[src/rtl/paint_ctrl_gen2.sv]
// Frame-tick command sequencer for the paint canvas: cursor, palette, colour commit, VRAM write.
// Optional macro PAINT_BRUSH2X2_EN turns the single-pixel write into a clipped 2x2 brush.
module paint_ctrl_gen2 #(
  parameter int unsigned X_W      = 5,
  parameter int unsigned Y_W      = 5,
  parameter int unsigned PAL_W    = 3,
  parameter int unsigned PAL_SIZE = 8,
  parameter bit          WRAP     = 1'b1
) (
  input  logic               clk,
  input  logic               rst,
  input  logic               in_init,
  input  logic               key_c,
  input  logic               key_enter,
  input  logic               key_up,
  input  logic               key_down,
  input  logic               key_left,
  input  logic               key_right,
  input  logic               wr_ack,
  output logic [X_W-1:0]     cursor_x,
  output logic [Y_W-1:0]     cursor_y,
  output logic [PAL_W-1:0]   pal_cursor,
  output logic [PAL_W-1:0]   color_idx,
  output logic               pal_mode,
  output logic               wr_req,
  output logic [X_W+Y_W-1:0] wr_addr,
  output logic [PAL_W-1:0]   wr_data,
  output logic               draw_cursor,
  output logic               busy,
  output logic               done
);

  typedef enum logic [2:0] {
    StIdle,
    StDecode,
    StMove,
    StPalMove,
    StChangeColor,
    StPaintReq,
    StDrawCursor,
    StDone
  } state_e;

  localparam logic [X_W-1:0]   XMax    = '1;
  localparam logic [Y_W-1:0]   YMax    = '1;
  localparam logic [X_W-1:0]   XOne    = 1;
  localparam logic [Y_W-1:0]   YOne    = 1;
  localparam logic [PAL_W-1:0] PalOne  = 1;
  localparam logic [PAL_W-1:0] PalLast = PAL_W'(PAL_SIZE - 1);

  state_e           state_q;
  // {c, enter, up, down, left, right}
  logic [5:0]       key_q;
  logic [X_W-1:0]   cursor_x_q;
  logic [Y_W-1:0]   cursor_y_q;
  logic [PAL_W-1:0] pal_cursor_q;
  logic [PAL_W-1:0] color_idx_q;
  logic             pal_mode_q;
  logic             wr_req_q;

  logic             any_dir;
  logic [X_W-1:0]   x_dec, x_inc;
  logic [Y_W-1:0]   y_dec, y_inc;
  logic [PAL_W-1:0] pal_dec, pal_inc;

  always_comb begin
    any_dir = |key_q[3:0];
    x_dec   = (WRAP || cursor_x_q != '0)  ? cursor_x_q - XOne : cursor_x_q;
    x_inc   = (WRAP || cursor_x_q != XMax) ? cursor_x_q + XOne : cursor_x_q;
    y_dec   = (WRAP || cursor_y_q != '0)  ? cursor_y_q - YOne : cursor_y_q;
    y_inc   = (WRAP || cursor_y_q != YMax) ? cursor_y_q + YOne : cursor_y_q;
    pal_dec = (pal_cursor_q == '0)      ? PalLast : pal_cursor_q - PalOne;
    pal_inc = (pal_cursor_q == PalLast) ? '0      : pal_cursor_q + PalOne;
  end

`ifdef PAINT_BRUSH2X2_EN
  // Brush pixel index: bit 0 = x offset, bit 1 = y offset.
  logic [1:0] sub_q;
  logic [1:0] next_sub;
  logic       has_next;

  always_comb begin
    has_next = 1'b0;
    next_sub = sub_q;
    for (int i = 3; i >= 1; i--) begin
      logic [1:0] cand;
      cand = 2'(i);
      if (cand > sub_q && !(cand[0] && cursor_x_q == XMax) && !(cand[1] && cursor_y_q == YMax)) begin
        has_next = 1'b1;
        next_sub = cand;
      end
    end
  end

  assign wr_addr = {cursor_y_q + Y_W'(sub_q[1]), cursor_x_q + X_W'(sub_q[0])};
`else
  assign wr_addr = {cursor_y_q, cursor_x_q};
`endif

  always_ff @(posedge clk) begin
    if (rst) begin
      state_q      <= StIdle;
      key_q        <= '0;
      cursor_x_q   <= '0;
      cursor_y_q   <= '0;
      pal_cursor_q <= '0;
      color_idx_q  <= '0;
      pal_mode_q   <= 1'b0;
      wr_req_q     <= 1'b0;
`ifdef PAINT_BRUSH2X2_EN
      sub_q        <= '0;
`endif
    end else begin
      unique case (state_q)
        StIdle: begin
          if (in_init) begin
            key_q   <= {key_c, key_enter, key_up, key_down, key_left, key_right};
            state_q <= StDecode;
          end
        end
        StDecode: begin
          if (key_q[5]) begin
            pal_mode_q <= ~pal_mode_q;
            state_q    <= StDrawCursor;
          end else if (key_q[4]) begin
            if (pal_mode_q) begin
              state_q <= StChangeColor;
            end else begin
              wr_req_q <= 1'b1;
`ifdef PAINT_BRUSH2X2_EN
              sub_q    <= '0;
`endif
              state_q  <= StPaintReq;
            end
          end else if (any_dir) begin
            state_q <= pal_mode_q ? StPalMove : StMove;
          end else begin
            state_q <= StDrawCursor;
          end
        end
        StMove: begin
          if (key_q[3])      cursor_y_q <= y_dec;
          else if (key_q[2]) cursor_y_q <= y_inc;
          else if (key_q[1]) cursor_x_q <= x_dec;
          else if (key_q[0]) cursor_x_q <= x_inc;
          state_q <= StDrawCursor;
        end
        StPalMove: begin
          // up/down take priority but leave the palette cursor alone
          if (!key_q[3] && !key_q[2]) begin
            if (key_q[1])      pal_cursor_q <= pal_dec;
            else if (key_q[0]) pal_cursor_q <= pal_inc;
          end
          state_q <= StDrawCursor;
        end
        StChangeColor: begin
          color_idx_q <= pal_cursor_q;
          pal_mode_q  <= 1'b0;
          state_q     <= StDrawCursor;
        end
        StPaintReq: begin
`ifdef PAINT_BRUSH2X2_EN
          // Request drops for one cycle between brush pixels so each write is its own handshake.
          if (wr_req_q) begin
            if (wr_ack) begin
              wr_req_q <= 1'b0;
              if (has_next) begin
                sub_q <= next_sub;
              end else begin
                sub_q   <= '0;
                state_q <= StDrawCursor;
              end
            end
          end else begin
            wr_req_q <= 1'b1;
          end
`else
          if (wr_ack) begin
            wr_req_q <= 1'b0;
            state_q  <= StDrawCursor;
          end
`endif
        end
        StDrawCursor: state_q <= StDone;
        StDone:       state_q <= StIdle;
        default:      state_q <= StIdle;
      endcase
    end
  end

  assign cursor_x    = cursor_x_q;
  assign cursor_y    = cursor_y_q;
  assign pal_cursor  = pal_cursor_q;
  assign color_idx   = color_idx_q;
  assign pal_mode    = pal_mode_q;
  assign wr_req      = wr_req_q;
  assign wr_data     = color_idx_q;
  assign draw_cursor = (state_q == StDrawCursor);
  assign busy        = (state_q != StIdle);
  assign done        = (state_q == StDone);

endmodule

[config.mk]
export PLATFORM = sky130hd
export DESIGN_NAME = paint_ctrl_gen2
export DESIGN_NICKNAME = d
export VERILOG_FILES = /design/src/rtl/paint_ctrl_gen2.sv
export SDC_FILE = /design/constraint.sdc
export NUM_CORES = 1
export LEC_CHECK = 0
export CAP_MARGIN = 20
export CORE_AREA = 2 2 68 70
export CTS_CLUSTER_SIZE = 10
export DETAILED_ROUTE_END_ITERATION = 6
export DIE_AREA = 0 0 70 72
export PLACE_DENSITY = 0.66
export SETUP_SLACK_MARGIN = 0.02
export SYNTH_ARGS = -nofsm -noshare
export SYNTH_HDL_FRONTEND = slang
export SYNTH_SLANG_ARGS = --single-unit
[constraint.sdc]
create_clock -name clk -period 4.1 [get_ports clk]
set_input_delay 0.82 -clock clk [delete_from_list [all_inputs] [get_ports clk]]
set_output_delay 0.82 -clock clk [all_outputs]
set_load 0.01 [all_outputs]
==> results of run 1 <==
## metal layers
metal	vias up	wire length (um)	global-route usage, %
li1	679	-	-
met1	580	1520	16.3
met2	32	1330	20.1
met3	4	152	1.94
met4	0	40	4.49
met5	-	0	0
## final cells by class
type	instances	area [um^2]	share of cell area, %
well taps	52	65.1	3.18
clock buffers	3	41.3	2.02
flip-flops and latches	27	541	26.4
clock inverters	1	5.00	0.245
multi-input cells	131	921	45.0
inverters	11	41.3	2.02
repair buffers	43	430	21.1
## cell usage in the layout, fill, tap and decap left out, types with 4 or more instances in the layout
cell type        count
a211oi_1             4
a21oi_1             12
clkdlybuf4s50_1     43
dfxtp_1             27
ha_1                11
inv_1               11
mux2i_1             13
nand2_1             12
nor2_1              34
o21ai_0              6
xnor2_1              8
## critical path: cells and delay by family (launching register included)
family / cells / cell delay [ns]
flops: 1 / 0.65
buf+inv: 1 / 0.53
simple gates: 1 / 0.29
## worst max-delay path by stage
stage / endpoint
4_1_cts: draw_cursor
3_5_place_dp: state_q[1]$_SDFFE_PP0P_
2_1_floorplan: cursor_x[4]$_SDFFE_PP0P_
6_report: draw_cursor
3_3_place_gp: state_q[1]$_SDFFE_PP0P_
5_1_grt: draw_cursor
## sequential cells by signal, indices dropped and copies added, names as in the netlist
| signal | cells |
|---|---|
| key_q | 6 |
| pal_cursor | 3 |
| wr_req | 1 |
| pal_mode | 1 |
| cursor_y | 5 |
| cursor_x | 5 |
| state_q | 3 |
| color_idx | 3 |
## cell families (layout without fill, tap and decap cells)
| group | count (synthesis) | count (layout) | synth area share [%] |
|---|---|---|---|
| and+or+nand+nor | 66 | 66 | 21.4 |
| buffers and inverters | 33 | 58 | 11.6 |
| muxes | 13 | 13 | 7.87 |
| xor gates and xnor gates | 8 | 8 | 4.24 |
| adders and majority gates | 13 | 13 | 10.7 |
| DFF | 27 | 27 | 32.7 |
| AOI/OAI and AO/OA | 31 | 31 | 11.4 |
## power groups by stage
| stage | sequential [mW] | combinational [mW] | clock [mW] |
|---|---|---|---|
| after floorplan | 0.294 | 0.113 | 0 |
| after global placement | 0.308 | 0.132 | 0 |
| after CTS | 0.303 | 0.134 | 0.160 |
| after detailed placement | 0.309 | 0.133 | 0 |
| final | 0.303 | 0.133 | 0.152 |
| after global routing | 0.306 | 0.148 | 0.167 |
## metrics by stage
| stage | setup WS (ns) | hold WS, ns | total power, mW |
|---|---|---|---|
| floorplan | 2.29 | 0.476 | 0.408 |
| global placement | 1.71 | 0.495 | 0.440 |
| detailed placement | 1.68 | 0.506 | 0.442 |
| CTS | 1.53 | 0.520 | 0.597 |
| global route | 1.45 | 0.563 | 0.622 |
| finish | 1.54 | 0.516 | 0.588 |
==> impl_metrics.env, run 1 <==
export IMPL_status="finished, final reports clean"
export IMPL_final_nets=240
export IMPL_drtPass1Iterations=5
export IMPL_synthFlopType="dfxtp_1"
export IMPL_synth_top_area_share_pct=32.7
export IMPL_reg2reg_to="cursor_x[4]$_SDFFE_PP0P_"
export IMPL_die_w_um=70
export IMPL_yosysWarnings=0
export IMPL_cts_buffer_depth=2
export IMPL_ir_drop_mv=0.173
export IMPL_crit_chain="and3b_4 -> clkdlybuf4s50_1"
export IMPL_antennaDiodeCount=0
export IMPL_tns_ns=0
export IMPL_postSynthRegisterBits=27
export IMPL_drc=0
export IMPL_final_area_mm2=0.00204
export IMPL_syn_cell_area_mm2=0.00165
export IMPL_cp_slowest_stage_delay_ns=0.65
export IMPL_vias=1295
export IMPL_rows=24
export IMPL_overflow=0
export IMPL_synth_area_top_cells="dfxtp_1 33%, ha_1 8.3%, mux2i_1 7.9%"
export IMPL_cts_setup_buffers=0
export IMPL_holdPathStages=2
export IMPL_clk_pin_slew_ns=0.09
export IMPL_clkLatencyLatePin_ns=0.27
export IMPL_min_from="cursor_x[4]$_SDFFE_PP0P_"
export IMPL_start_util_pct=38.8
export IMPL_gp_congestion=0.879
export IMPL_period_needed_ns=2.56
export IMPL_swShare_pct=30.6
export IMPL_ys_types=37
export IMPL_min_path_type="flop to flop"
export IMPL_clockPowerShare_pct=25.9
export IMPL_synth_seq_area_share_pct=32.7
export IMPL_p_leak_nw=0.753
export IMPL_max_slew_margin_pct=32.5
export IMPL_worstSetupStartpointType="flop"
export IMPL_tightest_slew_ns=1.01
export IMPL_crit_path_top_delay_cell="dfxtp_1"
export IMPL_port_buffers=43
export IMPL_wl_per_cell_um=11.3
export IMPL_drtIter0Drc=42
export IMPL_end_kind="output pin"
export IMPL_yosys_top_cells_count="34 x nor2_1, 27 x dfxtp_1, 13 x buf_4, 13 x mux2i_1"
export IMPL_die_h_um=72
export IMPL_rsz0062_at_grt="no"
export IMPL_grt_first_pass_wirelength_mm=5.03
export IMPL_pwr_share_comb_pct=22.5
export IMPL_fmax_mhz=390
export IMPL_pin_count=44
export IMPL_maxSlewViolCount=0
export IMPL_power_density_mw_per_mm2=287
export IMPL_syn_to_final_growth_pct=23.6
export IMPL_grt_max_degree=28
export IMPL_post_synth_top_count_cell="nor2_1"
export IMPL_antenna_found_initial=0
export IMPL_r2r_slack_ns=2.04
export IMPL_postCtsHoldBufs=0
export IMPL_finalSetupViolCount=0
export IMPL_ctsResizeCount=0
export IMPL_synth_top_area_cell="dfxtp_1"
export IMPL_cts_tree="done"
export IMPL_cts_sinks=27
export IMPL_fin_skew_ns=0.00243
export IMPL_hold_end="cursor_x[4]$_SDFFE_PP0P_"
export IMPL_p_sw_mw=0.180
export IMPL_final_hold_viol_count=0
export IMPL_placed_cell_area_mm2=0.00200
export IMPL_h_tree_depth=1
export IMPL_finalCritPeriodShare_pct=62.5
export IMPL_grt_usage_pct=12.2
export IMPL_cp_startpoint="state_q[2]$_SDFFE_PP0P_"
export IMPL_dp_hpwl_mm=2.23
export IMPL_fill_cells=430
export IMPL_critPathMaxFanout=12
export IMPL_cts_buffers=3
export IMPL_synth_edf_count=0
export IMPL_syn_nets=214
export IMPL_p_seq_share_pct=51.5
export IMPL_final_antenna_net_count=0
export IMPL_worst_ep_arrival_time_ns=1.74
export IMPL_final_cells=268
export IMPL_wl_mm=3.04
export IMPL_synth_async_reset_ratio_pct=0
export IMPL_fp_coreArea_mm2=0.00426
export IMPL_synth_cells=191
export IMPL_reg2reg_depth=6
export IMPL_final_util_pct=47.9
export IMPL_clock_root_buffer="clkbuf_8"
export IMPL_criticalPathCategory="flop to output pin"
export IMPL_grt_pass1_vias=1098
export IMPL_timing_rr_start="key_q[1]$_SDFFE_PP0P_"
export IMPL_dp_cells=264
export IMPL_die_area_mm2=0.00504
export IMPL_p_int_mw=0.408
export IMPL_via_per_inst=4.83
export IMPL_cap_violations=0
export IMPL_worst_ep_required_time_ns=3.28
export IMPL_syn_area_per_cell_um2=8.66
export IMPL_drive_above_1_share_pct=5.56
Note: power is estimated with default switching activity, not from simulation.
==> run 2, diff against run 1 <==
==> constraint.sdc (replaced) <==
create_clock -name clk -period 2.5 [get_ports clk]
set_input_delay 0.5 -clock clk [delete_from_list [all_inputs] [get_ports clk]]
set_output_delay 0.5 -clock clk [all_outputs]
set_load 0.01 [all_outputs]
==> run 2 against run 1 <==
Final cell count is 0.37% higher. Non-clock buffer count is 1 higher. Critical path type unchanged. Cell area is 0.92% higher. Critical path depth stayed put. Hold slack worse by 0.0050 ns. Sequential power is 63% higher. Core utilization is 0.44 points higher. Via count is 1.5% higher. Sequential cell count stayed put. Setup slack worse by 1.3 ns. Register-to-register slack worse by 1.6 ns. Count of clock-buffer cells in the layout is 1 higher.
==> impl_metrics.env, run 2 (synthesized netlist as in run 1, its figures left out) <==
export IMPL_status="finished, final reports clean"
export IMPL_criticalPathCategory="flop to output pin"
export IMPL_rows=24
export IMPL_power_density_mw_per_mm2=467
export IMPL_antennaDiodeCount=0
export IMPL_clkLatencyLatePin_ns=0.27
export IMPL_syn_to_final_growth_pct=24.7
export IMPL_gr_usage_met1_pct=17.8
export IMPL_critPathMaxFanout=12
export IMPL_crit_chain="or3_4 -> clkdlybuf4s50_1"
export IMPL_clock_root_buffer="clkbuf_8"
export IMPL_start_util_pct=38.8
export IMPL_ctsResizeCount=0
export IMPL_tns_ns=0
export IMPL_grt_usage_pct=13.3
export IMPL_p_leak_nw=0.759
export IMPL_die_w_um=70
export IMPL_cp_slowest_stage_delay_ns=0.50
export IMPL_wl_mm=3.06
export IMPL_worst_ep_arrival_time_ns=1.72
export IMPL_cts_buffer_depth=2
export IMPL_cts_setup_buffers=0
export IMPL_swShare_pct=30.0
export IMPL_worstSetupStartpointType="flop"
export IMPL_fin_skew_ns=0.00194
export IMPL_via_per_inst=4.88
export IMPL_dp_hpwl_mm=2.34
export IMPL_final_antenna_net_count=0
export IMPL_drtPass1Iterations=4
export IMPL_vias=1314
export IMPL_maxSlewViolCount=0
export IMPL_port_buffers=43
export IMPL_fp_coreArea_mm2=0.00426
export IMPL_p_int_mw=0.675
export IMPL_ir_drop_mv=0.303
export IMPL_p_sw_mw=0.290
export IMPL_tightest_slew_ns=0.563
export IMPL_die_h_um=72
export IMPL_final_cell_mix="43 x clkdlybuf4s50_1, 34 x nor2_1, 27 x dfxtp_1"
export IMPL_grt_max_degree=16
export IMPL_met2_usage_pct=22.0
export IMPL_gp_congestion=0.917
export IMPL_clockPowerShare_pct=25.7
export IMPL_rsz0062_at_grt="no"
export IMPL_pwr_share_comb_pct=23.1
export IMPL_drc=0
export IMPL_largest_register_ffs=6
export IMPL_final_util_pct=48.4
export IMPL_pin_count=44
export IMPL_p_seq_share_pct=51.3
export IMPL_antenna_found_initial=0
export IMPL_cts_sinks=27
export IMPL_grt_first_pass_wirelength_mm=5.52
export IMPL_fill_cells=429
export IMPL_cts_buffers=3
export IMPL_cap_violations=0
export IMPL_grt_pass1_vias=1266
export IMPL_drtIter0Drc=60
export IMPL_fmax_mhz=450
export IMPL_clk_pin_slew_ns=0.09
export IMPL_end_kind="output pin"
export IMPL_finalCritPeriodShare_pct=88.9
export IMPL_crit_family="buffers and inverters"
export IMPL_cp_buffers_inverters=1
export IMPL_grt_busiest_layer="met2"
export IMPL_final_nets=241
export IMPL_max_slew_margin_pct=62.4
export IMPL_cts_tree="done"
export IMPL_drive_above_1_share_pct=5.53
export IMPL_worst_ep_required_time_ns=2.00
export IMPL_met3_usage_pct=2.22
export IMPL_wl_per_cell_um=11.4
export IMPL_period_needed_ns=2.22
export IMPL_h_tree_depth=1
export IMPL_die_area_mm2=0.00504
export IMPL_finalSetupViolCount=0
export IMPL_overflow=0
export IMPL_min_path_type="flop to flop"
export IMPL_postCtsHoldBufs=0
export IMPL_top_register="key_q"
export IMPL_final_hold_viol_count=0
export IMPL_final_common_cell="clkdlybuf4s50_1"
export IMPL_crit_path_top_delay_cell="clkdlybuf4s50_1"
run 2: cell types whose count changed in the layout (fill, tap and decap cells not counted), sizes merged:
cell / delta
clkbuf: +1
clkinv: -1
buf: +1
run 2: metrics by stage:
stage | instance area (um^2) | setup slack [ns] | hold WS (ns) | cells | power, mW
after floorplan | 1650 | 0.690 | 0.476 | 191 | 0.669
after global placement | 2020 | 0.578 | 0.493 | 265 | 0.726
after detailed placement | 2020 | 0.473 | 0.497 | 265 | 0.729
after CTS | 2060 | 0.266 | 0.512 | 269 | 0.978
after global routing | 2060 | 0.183 | 0.570 | 269 | 1.03
final | 2060 | 0.276 | 0.511 | 269 | 0.965
run 2: cell type report:
| type | count | area, um^2 | share of cell area (%) |
|---|---|---|---|
| clock buffer | 4 | 45.0 | 2.18 |
| inverter | 11 | 41.3 | 2.00 |
| multi-input combinational | 131 | 921 | 44.6 |
| sequential | 27 | 541 | 26.2 |
| tap | 52 | 65.1 | 3.15 |
| timing repair buffer | 44 | 450 | 21.8 |
run 2: worst paths after layout:
check | startpoint | to | slack [ns] | depth (start not counted)
worst min register to register | cursor_x[4]$_SDFFE_PP0P_ | cursor_x[4]$_SDFFE_PP0P_ | 0.51 | 2
worst max register to register | key_q[1]$_SDFFE_PP0P_ | cursor_x[4]$_SDFFE_PP0P_ | 0.45 | 6
worst min-delay path | cursor_x[4]$_SDFFE_PP0P_ | cursor_x[4]$_SDFFE_PP0P_ | 0.51 | 2
worst max-delay path | state_q[2]$_SDFFE_PP0P_ | busy | 0.28 | 2
run 2: metal layers:
| metal | vias to the layer above | part of all wire, % |
|---|---|---|
| met5 | - | 0 |
| met4 | 0 | 1.1 |
| met3 | 4 | 4.4 |
| met2 | 38 | 46 |
| met1 | 588 | 48 |
| li1 | 684 | - |
run 2: power groups by stage:
stage	clock [mW]	combinational (mW)	sequential, mW
floorplan	0	0.186	0.483
global placement	0	0.222	0.503
detailed placement	0	0.224	0.505
CTS	0.258	0.225	0.495
global route	0.278	0.250	0.501
finish	0.247	0.223	0.495
run 2: worst min-delay path, stage by stage, from the launching register on:
cell and delay, ns:
dfxtp_1 0.34, o21ai_0 0.07, a21oi_1 0.06
==> run 3, diff against run 2 <==
--- a/config.mk
+++ b/config.mk
@@ -15,3 +15,4 @@
 export SYNTH_ARGS = -nofsm -noshare
 export SYNTH_HDL_FRONTEND = slang
 export SYNTH_SLANG_ARGS = --single-unit
+export TNS_END_PERCENT = 50
==> results of run 3 <==
Same layout as run 2: the final DEF is identical, and so are final timing and power.
